**src/rtl/spi_byte_scheduler_pkg.sv**
```systemverilog
// spi_byte_scheduler_pkg: shared state encoding and requester indices for the display SPI path
//   No ports. Imported by the scheduler, its arbiter and later display-path blocks.
package spi_byte_scheduler_pkg;
    typedef logic [1:0] state_t;
    localparam state_t IDLE     = 2'd0;
    localparam state_t LOAD     = 2'd1;
    localparam state_t WAIT_FIN = 2'd2;
    localparam state_t RELEASE  = 2'd3;
    localparam logic REQ_R0 = 1'b0;
    localparam logic REQ_R1 = 1'b1;
endpackage

```
**src/rtl/spi_byte_scheduler_if.sv**
```systemverilog
// spi_byte_scheduler_if: byte request/acknowledge channel between one requester and the scheduler
//   req  : requester has a byte pending (held until ack)
//   data : byte to send, MSB first on the wire
//   dc   : D/C level for the byte (0 = command, 1 = data)
//   last : byte ends the requester's burst
//   ack  : one-cycle pulse when the byte has been shifted out
//   master = requester side, slave = scheduler side
interface spi_byte_scheduler_if;
    logic       req;
    logic [7:0] data;
    logic       dc;
    logic       last;
    logic       ack;
    modport master (output req, data, dc, last, input ack);
    modport slave  (input req, data, dc, last, output ack);
endinterface

```
**src/rtl/spi_byte_scheduler_rr_arbiter2.sv**
```systemverilog
// rr_arbiter2: combinational two-way round-robin arbiter with burst lock
//   i_req        : request vector, bit n = requester n
//   i_ptr        : most recent grantee; the other requester wins a tie
//   i_lock_valid : a burst lock is held
//   i_lock_owner : requester holding the lock
//   o_gnt_valid  : some requester is granted
//   o_gnt_idx    : index of the granted requester
module rr_arbiter2
    import spi_byte_scheduler_pkg::*;
(
    input  logic [1:0] i_req,
    input  logic       i_ptr,
    input  logic       i_lock_valid,
    input  logic       i_lock_owner,
    output logic       o_gnt_valid,
    output logic       o_gnt_idx
);
    logic w_lock_hit;

    // A lock whose owner has gone quiet is ignored, so normal arbitration applies in the same cycle
    assign w_lock_hit  = i_lock_valid && i_req[i_lock_owner];
    assign o_gnt_valid = |i_req;
    assign o_gnt_idx   = w_lock_hit ? i_lock_owner : (&i_req) ? ~i_ptr : i_req[REQ_R1];
endmodule

```
**src/rtl/spi_byte_scheduler.sv**
```systemverilog
// spi_byte_scheduler: arbitrates two byte requesters onto the single SPI byte engine
//   CLK, RST        : clock, synchronous active-high reset
//   r0, r1          : requester channels (0 = init/command path, 1 = frame/text refresh path)
//   o_spi_en        : start and hold an engine transfer
//   o_spi_data      : registered byte to the engine
//   i_spi_fin       : engine done state
//   o_dc            : registered D/C to the display pin
//   o_busy          : scheduler not idle
//   o_owner         : current or most recent grantee
//   o_timeout_err   : sticky engine-timeout flag
module spi_byte_scheduler
    import spi_byte_scheduler_pkg::*;
#(
    parameter int TIMEOUT_CYCLES = 1024
) (
    input  logic                 CLK,
    input  logic                 RST,
    spi_byte_scheduler_if.slave  r0,
    spi_byte_scheduler_if.slave  r1,
    output logic                 o_spi_en,
    output logic [7:0]           o_spi_data,
    input  logic                 i_spi_fin,
    output logic                 o_dc,
    output logic                 o_busy,
    output logic                 o_owner,
    output logic                 o_timeout_err
);
    localparam int CW = $clog2(TIMEOUT_CYCLES + 1);

    state_t        r_state;
    state_t        w_next;
    logic [CW-1:0] r_cnt;
    logic [CW-1:0] w_cnt_inc;
    logic [7:0]    r_spi_data;
    logic          r_dc;
    logic          r_last;
    logic          r_owner;
    logic          r_lock_valid;
    logic          r_lock_owner;
    logic          r_timeout_err;
    logic [1:0]    w_req;
    logic [1:0]    w_ack;
    logic          w_gnt_valid;
    logic          w_gnt_idx;
    logic          w_grant;
    logic          w_fin_ack;
    logic          w_timeout;

    assign w_req     = {r1.req, r0.req};
    assign w_grant   = (r_state == IDLE) && w_gnt_valid;
    assign w_fin_ack = (r_state == WAIT_FIN) && i_spi_fin;
    assign w_cnt_inc = r_cnt + 1'b1;
    // Fires on the TIMEOUT_CYCLES-th WAIT_FIN cycle; a FIN in that same cycle still wins
    assign w_timeout = (r_state == WAIT_FIN) && !i_spi_fin && (w_cnt_inc == CW'(TIMEOUT_CYCLES));

    rr_arbiter2 u_arb (
        .i_req        (w_req),
        .i_ptr        (r_owner),
        .i_lock_valid (r_lock_valid),
        .i_lock_owner (r_lock_owner),
        .o_gnt_valid  (w_gnt_valid),
        .o_gnt_idx    (w_gnt_idx)
    );

    always_ff @(posedge CLK) begin
        if (RST) r_state <= IDLE;
        else     r_state <= w_next;
    end

    always_comb begin
        w_next = r_state;
        case (r_state)
            IDLE:     w_next = w_gnt_valid ? LOAD : IDLE;
            LOAD:     w_next = WAIT_FIN;
            WAIT_FIN: w_next = (i_spi_fin || w_timeout) ? RELEASE : WAIT_FIN;
            RELEASE:  w_next = i_spi_fin ? RELEASE : IDLE;
            default:  w_next = IDLE;
        endcase
    end

    always_comb begin
        o_spi_en = (r_state == LOAD) || (r_state == WAIT_FIN);
        o_busy   = r_state != IDLE;
        w_ack    = w_fin_ack ? ((r_owner == REQ_R1) ? 2'b10 : 2'b01) : 2'b00;
    end

    always_ff @(posedge CLK) begin
        if (RST) begin
            r_spi_data    <= 8'h00;
            r_dc          <= 1'b0;
            r_last        <= 1'b0;
            r_owner       <= REQ_R1;
            r_lock_valid  <= 1'b0;
            r_lock_owner  <= REQ_R0;
            r_timeout_err <= 1'b0;
            r_cnt         <= '0;
        end else begin
            if (w_grant) begin
                r_owner    <= w_gnt_idx;
                r_spi_data <= w_gnt_idx ? r1.data : r0.data;
                r_dc       <= w_gnt_idx ? r1.dc : r0.dc;
                r_last     <= w_gnt_idx ? r1.last : r0.last;
            end
            r_cnt <= (r_state == WAIT_FIN) ? w_cnt_inc : '0;
            if (w_timeout) r_timeout_err <= 1'b1;
            if ((r_state == IDLE) && r_lock_valid && !w_req[r_lock_owner]) r_lock_valid <= 1'b0;
            if (w_fin_ack) begin
                r_lock_valid <= !r_last;
                r_lock_owner <= r_owner;
            end else if (w_timeout) begin
                r_lock_valid <= 1'b0;
            end
        end
    end

    assign r0.ack        = w_ack[0];
    assign r1.ack        = w_ack[1];
    assign o_spi_data    = r_spi_data;
    assign o_dc          = r_dc;
    assign o_owner       = r_owner;
    assign o_timeout_err = r_timeout_err;
endmodule

```
**src/flat_wrapper.sv**
```systemverilog
// flat-port wrapper written by rule: the top's interface ports become plain ports
module spi_byte_scheduler_flat import spi_byte_scheduler_pkg::*;
#(
    parameter int TIMEOUT_CYCLES = 1024
)
  (CLK, RST, o_spi_en, o_spi_data, i_spi_fin, o_dc, o_busy, o_owner, o_timeout_err, r0_req, r0_data, r0_dc, r0_last, r0_ack, r1_req, r1_data, r1_dc, r1_last, r1_ack);
  spi_byte_scheduler_if r0_i ();
  spi_byte_scheduler_if r1_i ();
  input  logic CLK;
  input  logic RST;
  output logic o_spi_en;
  output logic [7:0] o_spi_data;
  input  logic i_spi_fin;
  output logic o_dc;
  output logic o_busy;
  output logic o_owner;
  output logic o_timeout_err;
  input wire logic [$bits(r0_i.req)-1:0] r0_req;
  input wire logic [$bits(r0_i.data)-1:0] r0_data;
  input wire logic [$bits(r0_i.dc)-1:0] r0_dc;
  input wire logic [$bits(r0_i.last)-1:0] r0_last;
  output wire logic [$bits(r0_i.ack)-1:0] r0_ack;
  input wire logic [$bits(r1_i.req)-1:0] r1_req;
  input wire logic [$bits(r1_i.data)-1:0] r1_data;
  input wire logic [$bits(r1_i.dc)-1:0] r1_dc;
  input wire logic [$bits(r1_i.last)-1:0] r1_last;
  output wire logic [$bits(r1_i.ack)-1:0] r1_ack;
  assign r0_i.req = r0_req;
  assign r0_i.data = r0_data;
  assign r0_i.dc = r0_dc;
  assign r0_i.last = r0_last;
  assign r0_ack = r0_i.ack;
  assign r1_i.req = r1_req;
  assign r1_i.data = r1_data;
  assign r1_i.dc = r1_dc;
  assign r1_i.last = r1_last;
  assign r1_ack = r1_i.ack;
  spi_byte_scheduler #(.TIMEOUT_CYCLES(TIMEOUT_CYCLES)) u_core (.CLK(CLK), .RST(RST), .r0(r0_i), .r1(r1_i), .o_spi_en(o_spi_en), .o_spi_data(o_spi_data), .i_spi_fin(i_spi_fin), .o_dc(o_dc), .o_busy(o_busy), .o_owner(o_owner), .o_timeout_err(o_timeout_err));
endmodule
```
**config.mk**
```make
export PLATFORM = sky130hd
export DESIGN_NAME = spi_byte_scheduler_flat
export DESIGN_NICKNAME = d
export VERILOG_FILES = /design/src/rtl/spi_byte_scheduler_pkg.sv /design/src/rtl/spi_byte_scheduler_if.sv /design/src/rtl/spi_byte_scheduler_rr_arbiter2.sv /design/src/rtl/spi_byte_scheduler.sv /design/src/flat_wrapper.sv
export SDC_FILE = /design/constraint.sdc
export NUM_CORES = 1
export LEC_CHECK = 0
export BUFFER_PORTS_ARGS = -buffer_cell sky130_fd_sc_hd__buf_2
export CAP_MARGIN = 20
export CELL_PAD_IN_SITES_DETAIL_PLACEMENT = 1
export CELL_PAD_IN_SITES_GLOBAL_PLACEMENT = 2
export CORE_ASPECT_RATIO = 0.8
export CORE_MARGIN = 5
export CORE_UTILIZATION = 31
export DETAILED_ROUTE_END_ITERATION = 10
export PLACE_DENSITY_LB_ADDON = 0.3
export SETUP_SLACK_MARGIN = 0.2
export SYNTH_ARGS = -nofsm -noshare
export SYNTH_HDL_FRONTEND = slang
export SYNTH_SLANG_ARGS = --single-unit
```
**constraint.sdc**
```tcl
create_clock -name CLK -period 4.08 [get_ports CLK]
set_clock_uncertainty 0.15 [all_clocks]
set_input_delay 0.204 -clock CLK [delete_from_list [all_inputs] [get_ports CLK]]
set_output_delay 0.204 -clock CLK [all_outputs]
set_load 0.02 [all_outputs]
```
==> results of run 1 <==
stage by stage:
step | power, uW | worst slack, ns | utilization, %
3_5_place_dp | 457 | 1.79 | 38.0
5_1_grt | 642 | 1.60 | 39.2
6_report | 607 | 1.75 | 39.2
4_1_cts | 616 | 1.75 | 39.2
3_3_place_gp | 449 | 1.87 | 37.8
2_1_floorplan | 404 | 2.01 | -
power groups by stage:
| stage | logic (uW) | registers, uW | clock network (uW) |
|---|---|---|---|
| 3_5_place_dp | 150 | 307 | 0 |
| 5_1_grt | 167 | 304 | 171 |
| 3_3_place_gp | 143 | 306 | 0 |
| 2_1_floorplan | 80.2 | 323 | 0 |
| 4_1_cts | 151 | 301 | 164 |
| 6_report | 148 | 301 | 158 |
worst register-to-register path: cells and delay by family, from the launching register on:
kind / cells / cell delay [ns]
flip-flops: 1 / 0.45
AO/OA/AOI/OAI: 3 / 0.89
adder cells (fa/ha/maj): 1 / 0.30
AND/OR/NAND/NOR: 2 / 0.43
worst max path at each step:
stage	from	to	slack (ns)	cells after the start
after floorplan	u_core.r_cnt[0]	u_core.r_lock_valid	2.01	6
after global placement	u_core.r_state[0]	u_core.o_owner	1.87	6
after detailed placement	u_core.r_cnt[0]	u_core.r_lock_valid	1.79	6
after CTS	u_core.r_cnt[0]	u_core.r_lock_valid	1.75	6
after global routing	u_core.r_cnt[0]	u_core.r_lock_valid	1.60	6
final	u_core.r_cnt[0]	u_core.r_lock_valid	1.75	6
cell usage after synthesis (all sizes together):
master,count
nor2,28
dfxtp,27
a211oi,11
mux2i,10
a21oi,8
nor3,7
ha,6
inv,6
clkbuf,5
o21ai,5
xnor2,5
nand2,4
nand3,4
a211o,3
nand4,3
or3,3
buf,2
xor2,2
a2111o,1
a21boi,1
and3,1
and3b,1
mux2,1
nand2b,1
nand3b,1
nor2b,1
nor3b,1
o32ai,1
o41ai,1
cell type report:
| cell class | instances | area (um^2) | share of cell area (%) |
|---|---|---|---|
| Inverter | 6 | 22.5 | 1.38 |
| Timing Repair Buffer | 41 | 210 | 12.8 |
| Clock buffer | 3 | 41.3 | 2.52 |
| Sequential cell | 27 | 541 | 33.0 |
| Multi-Input combinational cell | 110 | 743 | 45.4 |
| Tap cell | 57 | 71.3 | 4.36 |
| Clock inverter | 1 | 7.51 | 0.459 |
cells by family (layout without fill, tap and decap cells):
logic type / after synthesis / after routing / synth area share [%]
and+or+nand+nor: 55 / 55 / 19.9
AOI/OAI and AO/OA: 31 / 31 / 17.1
DFF: 27 / 27 / 40.3
buffers and inverters: 13 / 51 / 4.29
muxes: 11 / 11 / 8.30
xor gates and xnor gates: 7 / 7 / 4.57
adders and majority gates: 6 / 6 / 5.60
layer usage:
metal  track usage, %  up-vias  wire length, um
met1             16.4      583             1610
met3             3.21        5              194
li1                 -      611                -
met2             22.5       38             1570
met4             4.42        0               27
met5                0        -                0
==> impl_results.rst, run 1 <==
.. list-table::
   :header-rows: 1

   * - Metric
     - Value
   * - Commonest cells after routing, fill and taps aside
     - sky130_fd_sc_hd__buf_2 (39), sky130_fd_sc_hd__nor2_1 (28), sky130_fd_sc_hd__dfxtp_1 (27)
   * - CTS sink count
     - 27
   * - Global-route usage over all layers
     - 13.1%
   * - Hold path depth
     - 2
   * - Endpoint required time on the critical path
     - around 4.1 ns
   * - Element type at the critical path start
     - flop
   * - Reported max-cap violation count
     - 0
   * - Worst slew margin
     - 45.7%
   * - Register area share after synthesis
     - 40.3%
   * - Power per cell area
     - 371 nW/um^2
   * - Ant diodes
     - 0
   * - Start point of the worst min-delay path
     - i_spi_fin
   * - Die span in x
     - 83.5 um
   * - Flip-flop count of the largest register after layout
     - 11
   * - Net count after synthesis
     - 181
   * - Leakage dissipation
     - 0.000685 uW
   * - Final-report hold violation count
     - 0
   * - Count of instances resized after the clock tree is built
     - 0
   * - Post-DR vias/cell
     - approximately 5.0
   * - Cell count after synthesis
     - 150
   * - Number of ports placed on the die boundary
     - 40
   * - PortBufs
     - 39
   * - Most common library cell in the layout ignoring fill and taps
     - sky130_fd_sc_hd__buf_2
   * - Clock transition at the registers of the reported paths
     - 0.10 ns
   * - Antenna violations before repair
     - 0
   * - Fin crit share
     - 57.2%
   * - Internal reg-to-reg setup slack
     - 1.75 ns
   * - Die outline height
     - 68.8 um
   * - Overall routed net length
     - 3.41 mm
   * - Latest clock arrival within the worst-skew pair
     - between 0.2 and 0.3 ns
   * - Post-CTS setup buffers
     - 0
   * - Maximum fanout encountered on the critical timing path
     - 7
   * - Pin count of the biggest net entering global routing
     - 22
   * - FF-to-FF Start
     - u_core.r_cnt[0]
   * - Kind of cell adding the most delay to the critical path
     - compound AO/OA/AOI/OAI gates
   * - Fillers
     - 513
   * - Share of cells above drive strength 1
     - 26.6%
   * - Area contributors post-synth
     - sky130_fd_sc_hd__dfxtp_1 (40%), sky130_fd_sc_hd__nor2_1 (7.8%), sky130_fd_sc_hd__mux2i_1 (7.5%)
   * - TritonCTS buffer count
     - 3
   * - Share of total power in sequential cells
     - 49.5%
   * - IR Drop Worst-Case VDD
     - 121 uV
   * - Area growth from synthesis to final layout
     - 22.0%
   * - Highest Clock Rate
     - 429 MHz
   * - Register with the highest flop count
     - u_core.r_cnt
   * - Class of the most critical setup path
     - reg -> reg
   * - DRC violation count after routing
     - 0
   * - RSZ-0062 raised after global routing
     - false
   * - Post-layout instance count excluding filler cells
     - 245
   * - Sum Neg Setup Slack
     - 0 ns
   * - Number of buffers on the longest clock path
     - 2
   * - Std-Cell Rows
     - 21
   * - List of cells traversed by the critical path
     - ha_1 -> nand4_2 -> nor2_1 -> o21ai_0 -> a2111o_1 -> a211o_1
   * - Worst setup EP type
     - flop
   * - Root Buffer Master
     - sky130_fd_sc_hd__clkbuf_8
   * - Tightest Pin Transition
     - 0.811 ns
   * - Number of buffers and inverters on the critical path
     - 0
   * - Worst endpoint data arrival time
     - 2.35 ns
   * - Crit Reg-Reg Endpoint
     - u_core.r_lock_valid
   * - Cell type contributing the most total cell area after synthesis
     - sky130_fd_sc_hd__dfxtp_1
   * - Share of total power in the clock network
     - 26.1%
   * - Number of global-route vias before repair
     - 1,277
   * - Total number of H-tree levels
     - 1
   * - Area post-placement
     - 1590 um^2
   * - Global-route congestion overflow total
     - 0
   * - Register-to-Register Path Depth
     - 6
   * - Synthesized area per cell
     - a little under 9 um^2
   * - Detailed-routing iteration count for the pre-antenna-repair pass
     - 4
   * - Detail Route Antenna Nets
     - 0
   * - Worst hold margin
     - 0.0745 ns
   * - Vias after detailed routing
     - 1,237
   * - Logic pwr share
     - between 20% and 30%
   * - Routed wire length per instance
     - 13.9 um
   * - Core region area
     - 4180 um^2
   * - Final slew viol count
     - 0
   * - Switching part of the total power
     - 32.0%
   * - Violation count after the first detailed-route iteration
     - 53
   * - HP Class
     - in -> reg
   * - Cts-stage hold buffer count
     - 0
   * - Cell area after layout
     - 1640 um^2
   * - Syn. warnings
     - 0
   * - Cell area after technology mapping
     - 1340 um^2
   * - CP max stage cell
     - sky130_fd_sc_hd__a2111o_1
   * - Synthesized flop and latch total
     - 27
   * - Design internal power
     - ~410 uW
   * - Clock tree from TritonCTS
     - built
   * - Synth unique cells
     - 33
   * - Result of the run
     - finished, final reports clean
   * - Switching Power
     - 194 uW
   * - Biggest cell delay along the critical path
     - 0.48 ns
   * - Final Wtd Congestion
     - ~0.80
   * - Die Footprint
     - ~5800 um^2
   * - Destination of the worst hold path
     - u_core.o_timeout_err
   * - Share of the synthesized area in the top cell type
     - 40.3%
   * - Count of nets after finishing
     - 220
   * - DP Wirelength
     - 2.66 mm
   * - Effective utilization at floorplan
     - 32.1%
   * - Global-route wire length before repair
     - ~6 mm
   * - Placed cell count
     - 241
   * - Number of endpoints failing setup at the final stage
     - 0
   * - Post-layout min period
     - 2.33 ns
(Power assumes the default switching activity.)
==> inputs of run 2 (changes only) <==
- CORE_UTILIZATION: 31 -> 29
- clock period: 4.08 -> 2.31 ns (I/O delays scaled with it)
==> run 2 against run 1 <==
Flip-flop and latch count is the same. Sequential power grew 76%. Highest routed layer unchanged. Global-route usage shrank 0.58 points. Sequential share of layout area shrank 1.1 points. Non-clock buffer count grew 3. Cell area grew 4.3%. Worst hold slack lost 0.060 ns. Die area grew 6.0%.
==> impl_results.rst, run 2 (same netlist as run 1, synthesis figures left out) <==
.. list-table::
   :header-rows: 1

   * - Metric
     - Value
   * - Result of the run
     - finished, final reports clean
   * - FF-to-FF Start
     - u_core.r_cnt[0]
   * - Antenna violations before repair
     - 0 (unchanged)
   * - HP Class
     - in -> reg
   * - Vias after detailed routing
     - 1,210 (-2.2%)
   * - Design internal power
     - 732 uW (+77%)
   * - IR Drop Worst-Case VDD
     - 227 uV (+89%)
   * - Number of global-route vias before repair
     - 1,290 (+1.0%)
   * - Number of endpoints failing setup at the final stage
     - 0 (unchanged)
   * - Std-Cell Rows
     - 22 (+4.8%)
   * - Share of total power in sequential cells
     - 49.5% (about the same)
   * - Destination of the worst hold path
     - u_core.o_spi_data[1]
   * - Number of buffers on the longest clock path
     - 2 (unchanged)
   * - Share of cells above drive strength 1
     - 31.4% (+4.8 points)
   * - Detailed-routing iteration count for the pre-antenna-repair pass
     - 3 (-1)
   * - Utilization after layout
     - 37.6% (-1.6 points)
   * - Pin count of the biggest net entering global routing
     - 23 (+4.5%)
   * - Post-layout total power
     - 1070 uW (+77%)
   * - Clock transition at the registers of the reported paths
     - 0.10 ns (about the same)
   * - Hold path depth
     - 3 (+1)
   * - Root Buffer Master
     - sky130_fd_sc_hd__clkbuf_8
   * - Register-to-Register Path Depth
     - 6 (unchanged)
   * - Maximum fanout encountered on the critical timing path
     - 6 (-1)
   * - List of cells traversed by the critical path
     - buf_4 -> nand4_1 -> a21oi_2 -> a21oi_4 -> a2111o_1 -> a211o_1
   * - Global-route usage over all layers
     - 12.5% (-0.58 points)
   * - Reported max-cap violation count
     - 0 (unchanged)
   * - Global-route wire length before repair
     - 6.01 mm (-1.2%)
   * - TritonCTS buffer count
     - 3 (unchanged)
   * - Worst endpoint data arrival time
     - 2.05 ns (-0.30 ns)
   * - Violation count after the first detailed-route iteration
     - 37 (-30%)
   * - Global-route congestion overflow total
     - 0 (unchanged)
   * - Post-layout min period
     - 2.03 ns (-0.308 ns)
   * - Post-layout instance count excluding filler cells
     - 251 (+2.4%)
   * - Routed wire length per instance
     - 14.5 um (+4.5%)
   * - Biggest cell delay along the critical path
     - 0.45 ns (-0.03 ns)
   * - Endpoint required time on the critical path
     - 2.33 ns (-1.77 ns)
   * - Most common library cell in the layout ignoring fill and taps
     - sky130_fd_sc_hd__buf_2
   * - Detail Route Antenna Nets
     - 0 (unchanged)
   * - Effective utilization at floorplan
     - 29.5% (-2.6 points)
   * - PortBufs
     - 39 (unchanged)
   * - Total number of H-tree levels
     - 1 (unchanged)
   * - Commonest cells after routing, fill and taps aside
     - sky130_fd_sc_hd__buf_2 (39), sky130_fd_sc_hd__nor2_1 (27), sky130_fd_sc_hd__dfxtp_1 (23)
   * - Highest Clock Rate
     - 494 MHz (+15%)
   * - Latest clock arrival within the worst-skew pair
     - 0.28 ns (about the same)
   * - Start point of the worst min-delay path
     - r0_data[1]
   * - Leakage dissipation
     - 0.000705 uW (+2.9%)
   * - Ant diodes
     - 0 (unchanged)
   * - Number of ports placed on the die boundary
     - 40 (unchanged)
   * - Class of the most critical setup path
     - reg -> reg
   * - Worst setup EP type
     - flop
   * - Die Footprint
     - 6090 um^2 (+6.0%)
   * - Post-DR vias/cell
     - 4.82 (-4.5%)
   * - Register with the highest flop count
     - u_core.r_cnt
   * - Final Wtd Congestion
     - 0.818 (+1.7%)
   * - Internal reg-to-reg setup slack
     - 0.28 ns (-1.46 ns)
   * - Power per cell area
     - 629 nW/um^2 (+70%)
   * - Logic pwr share
     - 24.9% (+0.5 points)
   * - Tightest Pin Transition
     - 0.538 ns (-0.273 ns)
   * - RSZ-0062 raised after global routing
     - false
   * - Switching part of the total power
     - 31.8% (-0.19 points)
   * - Area post-placement
     - 1600 um^2 (+0.71%)
   * - CTS sink count
     - 27 (unchanged)
   * - DP Wirelength
     - 2.80 mm (+5.5%)
   * - DRC violation count after routing
     - 0 (unchanged)
   * - Placed cell count
     - 245 (+1.7%)
   * - Share of total power in the clock network
     - 25.7% (-0.4 points)
   * - Area growth from synthesis to final layout
     - 27.2%
   * - Cell area after layout
     - 1710 um^2 (+4.3%)
   * - Overall routed net length
     - 3.65 mm (+7.1%)
   * - Element type at the critical path start
     - flop
   * - Final-report hold violation count
     - 0 (unchanged)
   * - Die span in x
     - 86.0 um (+3.0%)
   * - CP max stage cell
     - sky130_fd_sc_hd__a2111o_1
   * - Sum Neg Setup Slack
     - 0 ns (unchanged)
   * - Die outline height
     - 70.8 um (+2.9%)
   * - Final slew viol count
     - 0 (unchanged)
   * - Worst slew margin
     - 64.1% (+18 points)
   * - Flip-flop count of the largest register after layout
     - 11 (unchanged)
   * - Clock tree from TritonCTS
     - built
   * - Core region area
     - 4540 um^2 (+8.7%)
   * - Crit Reg-Reg Endpoint
     - u_core.r_lock_valid
   * - Count of nets after finishing
     - 223 (+1.4%)
   * - Fin crit share
     - 87.7% (+31 points)
   * - Switching Power
     - 341 uW (+76%)
## run 2: how the worst max path moves through the flow
| stage | start | endpoint | slack [ns] | cells after the start |
|---|---|---|---|---|
| 2_1_floorplan | u_core.r_cnt[0] | u_core.r_lock_valid | 0.24 | 6 |
| 3_3_place_gp | u_core.r_cnt[1] | u_core.r_lock_valid | 0.15 | 6 |
| 3_5_place_dp | u_core.r_cnt[1] | u_core.r_lock_valid | 0.04 | 6 |
| 4_1_cts | u_core.r_cnt[1] | u_core.r_lock_valid | 0.22 | 6 |
| 5_1_grt | u_core.r_cnt[0] | u_core.r_lock_valid | 0.16 | 6 |
| 6_report | u_core.r_cnt[0] | u_core.r_lock_valid | 0.28 | 6 |
## run 2: layout make-up
cell class	count	area, um^2
clock inverters	1	7.51
inverters	6	22.5
flip-flops and latches	27	546
fillers	551	2840
multi-input cells	110	779
clock buffers	3	41.3
repair buffers	44	235
well taps	60	75.1
## run 2: timing repair
| action | 4_1_cts | 5_1_grt |
|---|---|---|
| endpoints found under the hold margin | 2 | 0 |
| endpoints found under the setup margin | 3 | 2 |
| resized for setup | 3 | 9 |
| gates cloned | 0 | 0 |
| setup buffers | 0 | 1 |
| hold buffers | 1 | 0 |
| pin swaps | 1 | 3 |
## run 2: worst max-delay path: cells and delay by family (launching register included)
family / cells / cell delay, ns
buffers and inverters: 1 / 0.14
DFF: 1 / 0.37
and+or+nand+nor: 1 / 0.23
AOI/OAI and AO/OA: 4 / 1.04
## run 2: power by group through the flow
stage	Combinational [uW]	Sequential [uW]	Clock (uW)
detailed placement	269	542	0
floorplan	142	571	0
global route	295	538	310
finish	267	531	276
CTS	271	532	291
global placement	260	538	0
## run 2: metrics by stage
step | hold WS, ns | worst slack (ns)
2_1_floorplan | 0.0841 | 0.240
3_3_place_gp | 0.271 | 0.151
3_5_place_dp | 0.274 | 0.0423
4_1_cts | 0.00844 | 0.215
5_1_grt | 0.0184 | 0.158
6_report | 0.0142 | 0.284
## run 2: metal layers
layer | vias up | part of all wire [%] | global-route usage, %
li1 | 610 | - | -
met1 | 574 | 44 | 14.5
met2 | 20 | 50 | 21.7
met3 | 6 | 4.5 | 3.73
met4 | 0 | 2.0 | 4.39
met5 | - | 0 | 0
==> inputs of run 3 (changes only) <==
- PLACE_DENSITY_LB_ADDON: 0.3 -> 0.1
==> run 3 against run 2 <==
Total power down 1.7%. Worst hold slack better by 0.0075 ns. Highest routed layer unchanged. Worst setup slack worse by 0.00061 ns. Sequential share of layout area up 0.21 points. Clock power down 5%. Clock-buffer cell count up 1. Utilization down 0.25 points. Final cell count down 0.40%. Die area unchanged. Sequential power about the same. Combinational power down 2%. Via count down 2.2%.
==> impl_results.rst, run 3 (same netlist as run 1, synthesis figures left out) <==
.. list-table::
   :header-rows: 1

   * - Metric
     - Value
   * - Number of global-route vias before repair
     - 1,277 (-1.0%)
   * - Ant diodes
     - 0 (unchanged)
   * - Effective utilization at floorplan
     - 29.5% (unchanged)
   * - RSZ-0062 raised after global routing
     - false
   * - Detail Route Antenna Nets
     - 0 (unchanged)
   * - DP Wirelength
     - 2.69 mm (-4.0%)
   * - Maximum fanout encountered on the critical timing path
     - 7 (+1)
   * - DRC violation count after routing
     - 0 (unchanged)
   * - Reported max-cap violation count
     - 0 (unchanged)
   * - Hold path depth
     - 3 (unchanged)
   * - Crit Reg-Reg Endpoint
     - u_core.r_lock_valid
   * - Total number of H-tree levels
     - 1 (unchanged)
   * - Number of buffers on the longest clock path
     - 2 (unchanged)
   * - Internal reg-to-reg setup slack
     - 0.28 ns (about the same)
   * - Pin count of the biggest net entering global routing
     - 23 (unchanged)
   * - Post-DR vias/cell
     - 4.73 (-1.8%)
   * - Violation count after the first detailed-route iteration
     - 42 (+14%)
   * - Grt met2 use
     - 21.5% (-0.26 points)
   * - IR Drop Worst-Case VDD
     - 304 uV (+34%)
   * - CTS sink count
     - 27 (unchanged)
   * - Routed wire length per instance
     - 13.7 um (-5.5%)
   * - Global-route congestion overflow total
     - 0 (unchanged)
   * - Final-report hold violation count
     - 0 (unchanged)
   * - Area post-placement
     - 1600 um^2 (unchanged)
   * - Overall routed net length
     - 3.43 mm (-5.9%)
   * - Share of cells above drive strength 1
     - 29.5% (-1.9 points)
   * - FF-to-FF Start
     - u_core.r_cnt[0]
   * - Endpoint required time on the critical path
     - 2.33 ns (about the same)
   * - Std-Cell Rows
     - 22 (unchanged)
   * - Tightest Pin Transition
     - 0.483 ns (-0.0557 ns)
   * - Class of the most critical setup path
     - reg -> reg
   * - Area growth from synthesis to final layout
     - 26.4%
   * - Element type at the critical path start
     - flop
   * - Worst endpoint data arrival time
     - 2.04 ns (about the same)
   * - GRT Max-Usage Layer
     - met2
   * - Global-route wire length before repair
     - 5.95 mm (-1.0%)
   * - Power per cell area
     - 622 nW/um^2 (-1.0%)
   * - Most common library cell in the layout ignoring fill and taps
     - sky130_fd_sc_hd__buf_2
   * - Register-to-Register Path Depth
     - 6 (unchanged)
   * - Vias after detailed routing
     - 1,183 (-2.2%)
   * - Root Buffer Master
     - sky130_fd_sc_hd__clkbuf_8
   * - Core region area
     - 4540 um^2 (unchanged)
   * - Die span in x
     - 86.0 um (unchanged)
   * - Detailed-routing iteration count for the pre-antenna-repair pass
     - 4 (+1)
   * - Antenna violations before repair
     - 0 (unchanged)
   * - Die outline height
     - 70.8 um (unchanged)
   * - HP Class
     - in -> reg
   * - Leakage dissipation
     - 0.000701 uW (-0.54%)
   * - Final slew viol count
     - 0 (unchanged)
   * - Start point of the worst min-delay path
     - r0_data[7]
   * - Cell area after layout
     - 1700 um^2 (-0.66%)
   * - Utilization after layout
     - 37.3% (-0.25 points)
   * - Flip-flop count of the largest register after layout
     - 11 (unchanged)
   * - Met3 track demand over resource
     - 4.07% (+0.35 points)
   * - Final Wtd Congestion
     - 0.778 (-4.9%)
   * - Worst setup EP type
     - flop
   * - PortBufs
     - 39 (unchanged)
   * - Post-layout min period
     - 2.03 ns (+0.000610 ns)
   * - Count of nets after finishing
     - 222 (-0.45%)
   * - Clock transition at the registers of the reported paths
     - 0.09 ns (about the same)
   * - Die Footprint
     - 6090 um^2 (unchanged)
   * - Highest Clock Rate
     - 493 MHz (about the same)
   * - Number of ports placed on the die boundary
     - 40 (unchanged)
   * - Clock tree from TritonCTS
     - built
   * - GR Layer Usage met1
     - 13.8% (-0.72 points)
   * - Latest clock arrival within the worst-skew pair
     - 0.27 ns (about the same)
   * - Sum Neg Setup Slack
     - 0 ns (unchanged)
   * - Commonest cells after routing, fill and taps aside
     - sky130_fd_sc_hd__buf_2 (39), sky130_fd_sc_hd__nor2_1 (27), sky130_fd_sc_hd__dfxtp_1 (25)
   * - Fin crit share
     - 87.7% (about the same)
   * - Result of the run
     - finished, final reports clean
   * - Number of endpoints failing setup at the final stage
     - 0 (unchanged)
   * - Register with the highest flop count
     - u_core.r_cnt
   * - Worst slew margin
     - 67.8% (+3.7 points)
   * - TritonCTS buffer count
     - 3 (unchanged)
   * - Destination of the worst hold path
     - u_core.o_spi_data[7]
   * - Global-route usage over all layers
     - 12.1% (-0.42 points)
[run 3: cell types whose count changed in the layout (fill, tap and decap cells not counted)]
cell | previous run | this run
sky130_fd_sc_hd__dfxtp_4 | 0 | 1
sky130_fd_sc_hd__buf_4 | 4 | 3
sky130_fd_sc_hd__dfxtp_2 | 4 | 1
sky130_fd_sc_hd__dfxtp_1 | 23 | 25
sky130_fd_sc_hd__clkinvlp_4 | 1 | 0
sky130_fd_sc_hd__clkbuf_1 | 0 | 1
[run 3: stage by stage]
| step | setup slack [ns] | hold slack (ns) | cells | power (uW) |
|---|---|---|---|---|
| floorplan | 0.240 | 0.0841 | 150 | 713 |
| global placement | 0.118 | 0.264 | 245 | 796 |
| detailed placement | -0.0104 | 0.274 | 245 | 808 |
| CTS | 0.226 | 0.0181 | 250 | 1080 |
| global route | 0.206 | 0.0252 | 250 | 1140 |
| finish | 0.284 | 0.0217 | 250 | 1060 |
[run 3: area by class of cell]
class	count	area, um^2
Clock buffer	4	45.0
Multi-Input combinational cell	110	779
Timing Repair Buffer	43	228
Inverter	6	22.5
Tap cell	60	75.1
Fill cell	565	2850
Sequential cell	27	546
[run 3: repair_timing]
item | 4_1_cts | 5_1_grt
buffers inserted | 0 | 0
hold endpoints to repair | 1 | 0
hold buffers | 1 | 0
pin swaps | 1 | 1
resized for setup | 7 | 4
setup endpoints to repair | 3 | 3
gates cloned | 0 | 0
[run 3: critical path, cell delays in order (launching register included)]
cell                       delay [ns]
sky130_fd_sc_hd__dfxtp_4         0.38
sky130_fd_sc_hd__ha_4            0.19
sky130_fd_sc_hd__nand4_4         0.13
sky130_fd_sc_hd__nor2_4          0.06
sky130_fd_sc_hd__or3_1           0.31
sky130_fd_sc_hd__a2111o_1        0.44
sky130_fd_sc_hd__a211o_1         0.27
[run 3: power breakdown]
part / switching, uW / internal (uW) / total (uW)
logic: 159 / 103 / 262
registers: 25.7 / 504 / 530
clock network: 140 / 123 / 263
[run 3: worst max path at each step]
stage                         start             endpoint  cells after the start
global placement    u_core.r_cnt[0]  u_core.r_lock_valid                      6
global route        u_core.r_cnt[3]  u_core.r_lock_valid                      5
detailed placement  u_core.r_cnt[0]  u_core.r_lock_valid                      6
CTS                 u_core.r_cnt[0]  u_core.r_lock_valid                      6
floorplan           u_core.r_cnt[0]  u_core.r_lock_valid                      6
finish              u_core.r_cnt[0]  u_core.r_lock_valid                      6
[run 3: per-layer routing]
layer | routed length [um] | vias to the layer above
met1 | 1500 | 547
met4 | 24 | 0
met3 | 216 | 2
met2 | 1690 | 24
met5 | 0 | -
li1 | - | 610
